<file path="src/rtl/io_bus_pkg.sv">
`default_nettype none
// +--------------------------------------------------------------------------+
// | io_bus_pkg                                                               |
// | Shared types and encodings for the pad-bus arbiter.                      |
// | Rev 1.0 - initial release                                                |
// +--------------------------------------------------------------------------+
package io_bus_pkg;

  typedef enum logic [2:0] {
    ST_IDLE = 3'd0,
    ST_ADDR = 3'd1,
    ST_TURN = 3'd2,
    ST_DATA = 3'd3,
    ST_DONE = 3'd4
  } io_bus_state_t;

  localparam logic [1:0] IO_CMD_IDLE  = 2'b00;
  localparam logic [1:0] IO_CMD_READ  = 2'b01;
  localparam logic [1:0] IO_CMD_WRITE = 2'b10;

  localparam logic OWNER_IF = 1'b0;
  localparam logic OWNER_DM = 1'b1;

  function automatic logic [7:0] byte_sel(input logic [31:0] word, input logic [1:0] idx);
    return word[{idx, 3'b000} +: 8];
  endfunction

endpackage
`default_nettype wire

</file>
<file path="src/rtl/io_byte_counter.sv">
`default_nettype none
// +--------------------------------------------------------------------------+
// | io_byte_counter                                                          |
// | 2-bit byte index with clear/enable; tc flags the last byte (3).          |
// | Rev 1.0 - initial release                                                |
// +--------------------------------------------------------------------------+
module io_byte_counter (
  input  logic       clk,
  input  logic       rst,
  input  logic       clr,
  input  logic       en,
  output logic [1:0] count,
  output logic       tc
);

  logic [1:0] r_count;

  // Wraps 3 -> 0 naturally, so the counter is already cleared for the next phase.
  always_ff @(posedge clk) begin
    if (rst || clr) begin
      r_count <= 2'd0;
    end else if (en) begin
      r_count <= r_count + 2'd1;
    end
  end

  assign count = r_count;
  assign tc    = (r_count == 2'd3);

endmodule
`default_nettype wire

</file>
<file path="src/rtl/io_bus_arbiter.sv">
`default_nettype none
// +--------------------------------------------------------------------------+
// | io_bus_arbiter                                                           |
// | Round-robin master for the 8-bit pad bus shared by fetch and data ports. |
// | Rev 1.0 - initial release                                                |
// +--------------------------------------------------------------------------+
module io_bus_arbiter
  import io_bus_pkg::*;
#(
  parameter logic [7:0] TURN_MARKER = 8'hFF
) (
  input  logic        clk,
  input  logic        rst,
  input  logic        if_req,
  input  logic [31:0] if_addr,
  output logic        if_done,
  output logic [31:0] if_rdata,
  input  logic        dm_req,
  input  logic        dm_we,
  input  logic [31:0] dm_addr,
  input  logic [31:0] dm_wdata,
  output logic        dm_done,
  output logic [31:0] dm_rdata,
  input  logic [7:0]  data_input,
  output logic [7:0]  address_out,
  output logic [7:0]  data_output,
  output logic [1:0]  io_cmd,
  output logic        bus_busy
);

  io_bus_state_t r_state, w_next_state;

  logic        r_owner;
  logic        r_last;
  logic        r_we;
  logic [31:0] r_addr;
  logic [31:0] r_wdata;
  logic [23:0] r_rbuf;
  logic [31:0] r_if_rdata;
  logic [31:0] r_dm_rdata;

  logic        w_grant;
  logic        w_grant_owner;
  logic        w_cnt_clr;
  logic        w_cnt_en;
  logic [1:0]  w_cnt;
  logic        w_tc;

  io_byte_counter u_byte_counter (
    .clk   (clk),
    .rst   (rst),
    .clr   (w_cnt_clr),
    .en    (w_cnt_en),
    .count (w_cnt),
    .tc    (w_tc)
  );

  always_ff @(posedge clk) begin
    if (rst) begin
      r_state <= ST_IDLE;
    end else begin
      r_state <= w_next_state;
    end
  end

  always_comb begin
    w_next_state  = r_state;
    w_grant       = 1'b0;
    w_grant_owner = r_last;
    w_cnt_clr     = 1'b0;
    w_cnt_en      = 1'b0;
    case (r_state)
      ST_IDLE: begin
        // Fetch wins unless dm is also pending and fetch went last.
        if (if_req && (!dm_req || (r_last == OWNER_DM))) begin
          w_grant       = 1'b1;
          w_grant_owner = OWNER_IF;
        end else if (dm_req) begin
          w_grant       = 1'b1;
          w_grant_owner = OWNER_DM;
        end
        if (w_grant) begin
          w_next_state = ST_ADDR;
          w_cnt_clr    = 1'b1;
        end
      end
      ST_ADDR: begin
        w_cnt_en = 1'b1;
        if (w_tc) begin
          w_next_state = r_we ? ST_DONE : ST_TURN;
        end
      end
      ST_TURN: w_next_state = ST_DATA;
      ST_DATA: begin
        w_cnt_en = 1'b1;
        if (w_tc) begin
          w_next_state = ST_DONE;
        end
      end
      ST_DONE: w_next_state = ST_IDLE;
      default: w_next_state = ST_IDLE;
    endcase
  end

  always_ff @(posedge clk) begin
    if (rst) begin
      r_owner    <= OWNER_IF;
      r_last     <= OWNER_DM;
      r_we       <= 1'b0;
      r_addr     <= 32'd0;
      r_wdata    <= 32'd0;
      r_rbuf     <= 24'd0;
      r_if_rdata <= 32'd0;
      r_dm_rdata <= 32'd0;
    end else begin
      if (w_grant) begin
        r_owner <= w_grant_owner;
        r_we    <= (w_grant_owner == OWNER_DM) && dm_we;
        r_addr  <= (w_grant_owner == OWNER_IF) ? if_addr : dm_addr;
        r_wdata <= dm_wdata;
      end
      // The last byte goes straight into the owner's result so it is valid during DONE.
      if (r_state == ST_DATA) begin
        case (w_cnt)
          2'd0: r_rbuf[7:0]   <= data_input;
          2'd1: r_rbuf[15:8]  <= data_input;
          2'd2: r_rbuf[23:16] <= data_input;
          default: begin
            if (r_owner == OWNER_IF) begin
              r_if_rdata <= {data_input, r_rbuf};
            end else begin
              r_dm_rdata <= {data_input, r_rbuf};
            end
          end
        endcase
      end
      if (r_state == ST_DONE) begin
        r_last <= r_owner;
      end
    end
  end

  always_comb begin
    address_out = 8'h00;
    data_output = 8'h00;
    io_cmd      = IO_CMD_IDLE;
    case (r_state)
      ST_ADDR: begin
        address_out = byte_sel(r_addr, w_cnt);
        data_output = r_we ? byte_sel(r_wdata, w_cnt) : 8'h00;
        io_cmd      = r_we ? IO_CMD_WRITE : IO_CMD_READ;
      end
      ST_TURN: begin
        address_out = TURN_MARKER;
        io_cmd      = IO_CMD_READ;
      end
      ST_DATA: io_cmd = IO_CMD_READ;
      default: ;
    endcase
  end

  assign bus_busy = (r_state != ST_IDLE);
  assign if_done  = (r_state == ST_DONE) && (r_owner == OWNER_IF);
  assign dm_done  = (r_state == ST_DONE) && (r_owner == OWNER_DM);
  assign if_rdata = r_if_rdata;
  assign dm_rdata = r_dm_rdata;

endmodule
`default_nettype wire
</file>
<file path="config.mk">
export PLATFORM = sky130hd
export DESIGN_NAME = io_bus_arbiter
export DESIGN_NICKNAME = d
export VERILOG_FILES = /design/src/rtl/io_bus_pkg.sv /design/src/rtl/io_byte_counter.sv /design/src/rtl/io_bus_arbiter.sv
export SDC_FILE = /design/constraint.sdc
export NUM_CORES = 1
export LEC_CHECK = 0
export CORE_MARGIN = 10
export CORE_UTILIZATION = 28
export CTS_CLUSTER_DIAMETER = 200
export CTS_CLUSTER_SIZE = 40
export DETAILED_ROUTE_END_ITERATION = 6
export PLACE_DENSITY = 0.49
export RECOVER_POWER = 50
export REMOVE_ABC_BUFFERS = 1
export SLEW_MARGIN = 30
export SYNTH_ARGS = -nofsm -noshare
export SYNTH_HDL_FRONTEND = slang
export SYNTH_HIERARCHICAL = 1
export SYNTH_SLANG_ARGS = --single-unit
</file>
<file path="constraint.sdc">
create_clock -name clk -period 3 [get_ports clk]
set_clock_uncertainty 0.05 [all_clocks]
set_input_delay 0.9 -clock clk [delete_from_list [all_inputs] [get_ports clk]]
set_output_delay 0.9 -clock clk [all_outputs]
set_load 0.05 [all_outputs]
</file>
==> impl_results.md <==
- Share of layout cells above drive strength 1: 10.14%
- Outcome: completed
- Pre-antenna DRT Iters: 4
- DIE AREA: 0.02959 sq mm
- DRT antenna net count: 0
- Multi-input logic area: 0.002964 sq mm
- GRT Overall Usage: 14.63%
- Final Cycle Share: 95.98%
- RSZ-0062 raised after global routing: no
- Clock Sink Count: 160
- Die H: 172.0 um
- CP Data Required Time: 2.05 ns
- Setup WS pre-CTS: 0.3062 ns
- Crit-path max FO: 23
- Max stage delay cell, worst path: mux4_2
- Initial Utilization: 28.50%
- Diodes inserted: 0
- Reg clk slew, reported paths: 0.07 ns
- Final hold vios: 0
- Sequential cell area fraction in the yosys report: 49.50%
- Crit-path cells: buf_12, mux4_2, nand2_1, a21oi_1, buf_12
- Ports: 194
- Slew headroom: 22.17%
- Mapped cell area: 0.006471 sq mm
- Syn-to-layout area delta: 46.64%
- Worst hold path type: flop to flop
- Worst vdd ir: 0.2638 mV
- Total number of yosys warnings: 6
- Width of the die: 172.0 um
- DP HPWL: 14540 um
- Clock Path Buffers: 2
- CP endpoint kind: primary output
- Synthesized instance count: 783
- FILL cells: 2328
- Seq. cell area: 0.003204 sq mm
- Vias in the first global route: 6076
- FP Rows: 55
- First-pass GRT wire length: 33910 um
- Total grt overflow: 0
- Total routed wirelength: 21710 um
- Worst path bufs/invs: 2
- Most frequent cells in the layout: nand2_1, clkdlybuf4s50_1, dfxtp_1
- Gpl congestion: 0.7539
- CTS Root Cell: clkbuf_16
- Post-Route Utilization: 41.79%
- Max Slew Vio Count: 0
- Max Cap Viol: 0
- Vias: 5979
- Delay-heaviest family, CP: multiplexers
- Final worst slack: 0.1207 ns
- Wirelength per Cell: 17.35 um
- Iter 0 DRT Violations: 328
- Register bit total from synthesis: 160
- Post-CTS Hold Buffers: 0
- Pwr Density: 535.4 mW/mm^2
- Total power: 5.080 mW
- Critical Path AT: 1.93 ns
- Placed inst area: 0.008934 sq mm
- Leak Pwr: 3.411 nW
- Fmax: 347.3 MHz
- Initial antenna violation count: 4
- TritonCTS clock tree: yes
- Num CTS Buffers: 17
- Nets@finish: 1063
- H-tree depth: 4
- WHS: 0.4030 ns
- Setup crit start kind: flop
- Clock Latency Late Sink: 0.42 ns
- Largest net degree at the start of global routing: 52
- Unique cell type count in the Yosys netlist: 33
- Critical Path Max Stage Delay: 0.54 ns
- Fin crit period: 2.879 ns
- Critical path class: flop to primary output
- Post-route cell area: 0.009489 sq mm
- Most common cell after layout, fill and taps aside: nand2_1
- Worst Max-Slew Pin Slew: 1.167 ns
- Synth Area per Inst: 8.265 sq um
- Avg Vias per Cell: 4.779
- Area of the core: 0.02271 sq mm
- PortBufs: 193
- Final setup violating endpoints: 0
- CP most frequent cell: buf_12
- Remaining DRCs: 0
cells by family (layout without fill, tap and decap cells):
group                    after synthesis  count (layout)  synth area share, %
AO/OA/AOI/OAI                        113             113                8.875
AND/OR/NAND/NOR                      397             397                26.99
buffers and inverters                 70             253                4.872
adder cells (fa/ha/maj)                1               1               0.1933
multiplexers                          41              41                9.435
XOR/XNOR                               1               1               0.1354
flip-flops                           160             160                49.50
registers in the layout, summed over array words and instances (netlist names):
name / count
dm_rdata: 32
if_rdata: 32
r_addr: 32
r_last: 1
r_owner: 1
r_rbuf: 24
r_state: 3
r_wdata: 32
r_we: 1
u_byte_counter/count: 2
final cells by class:
cell class                 count  area share, %
clock buffer                  18          4.523
clock inverter                14          1.793
inverter                       3         0.1187
multi-input combinational    553          31.24
sequential                   160          33.77
tap                          285          3.758
timing repair buffer         218          24.80
cells in the mapped netlist:
cell type | number | area, sq um
ha_1 | 1 | 12.51
and3_1 | 2 | 12.51
buf_2 | 18 | 90.09
nor4bb_1 | 2 | 20.02
o22ai_1 | 1 | 6.260
nand3b_1 | 1 | 7.510
nor4_1 | 32 | 200.2
nand4_1 | 1 | 6.260
or3_1 | 1 | 6.260
clkbuf_1 | 44 | 165.2
buf_6 | 4 | 45.04
a21oi_1 | 109 | 545.5
nor2_1 | 62 | 232.7
inv_2 | 1 | 3.750
nand3_1 | 2 | 10.01
o22a_1 | 1 | 8.760
nor3_1 | 67 | 335.3
nand2_1 | 209 | 784.5
nor3_2 | 2 | 20.02
o21ai_0 | 1 | 5.000
xnor2_1 | 1 | 8.760
or3_4 | 1 | 11.26
a211o_1 | 1 | 8.760
mux4_2 | 16 | 360.4
or2_1 | 1 | 6.260
buf_1 | 1 | 3.750
and4b_1 | 1 | 10.01
inv_1 | 2 | 7.510
mux2i_1 | 25 | 250.2
nor4b_1 | 1 | 8.760
dfxtp_1 | 160 | 3203
nand2b_1 | 1 | 6.260
nor2b_1 | 11 | 68.82
report_power, final:
part | switching (mW) | leakage (nW) | internal, mW
clock | 0.981 | 0.294 | 1.26
sequential | 0.0394 | 1.30 | 2.20
combinational | 0.297 | 1.81 | 0.301
worst reg2reg max path: cells and delay by family (launching register included):
family,cells,cell delay (ns)
and+or+nand+nor,4,1.31
buffers and inverters,3,0.85
DFF,1,0.34
what timing repair did:
item | in CTS | in global routing
endpoints found under the setup margin | 0 | 8
resized for setup | 0 | 0
buffers inserted | 0 | 1
endpoints found under the hold margin | 0 | 0
per-layer routing:
layer | track usage [%] | part of all wire (%) | vias to the layer above
met5 | 0 | 0.11 | -
met4 | 3.373 | 0.79 | 4
met3 | 7.501 | 11 | 14
met2 | 23.08 | 45 | 179
met1 | 17.32 | 44 | 2791
li1 | - | - | 2991
metrics by stage:
stage,setup TNS [ns],cells
floorplan,-79.19,716
global placement,0,1218
detailed placement,0,1218
CTS,0,1250
global route,0,1251
finish,0,1251
path summary, 6_finish.rpt:
check,start,to,slack [ns],cells after the start
min,r_wdata[30],r_wdata[30],0.40,2
min reg2reg,r_wdata[30],r_wdata[30],0.40,2
max reg2reg,r_state[1],r_addr[14],0.36,7
max,u_byte_counter/count[0],address_out[5],0.12,5
No activity file was read; power rests on OpenSTA's default activity.
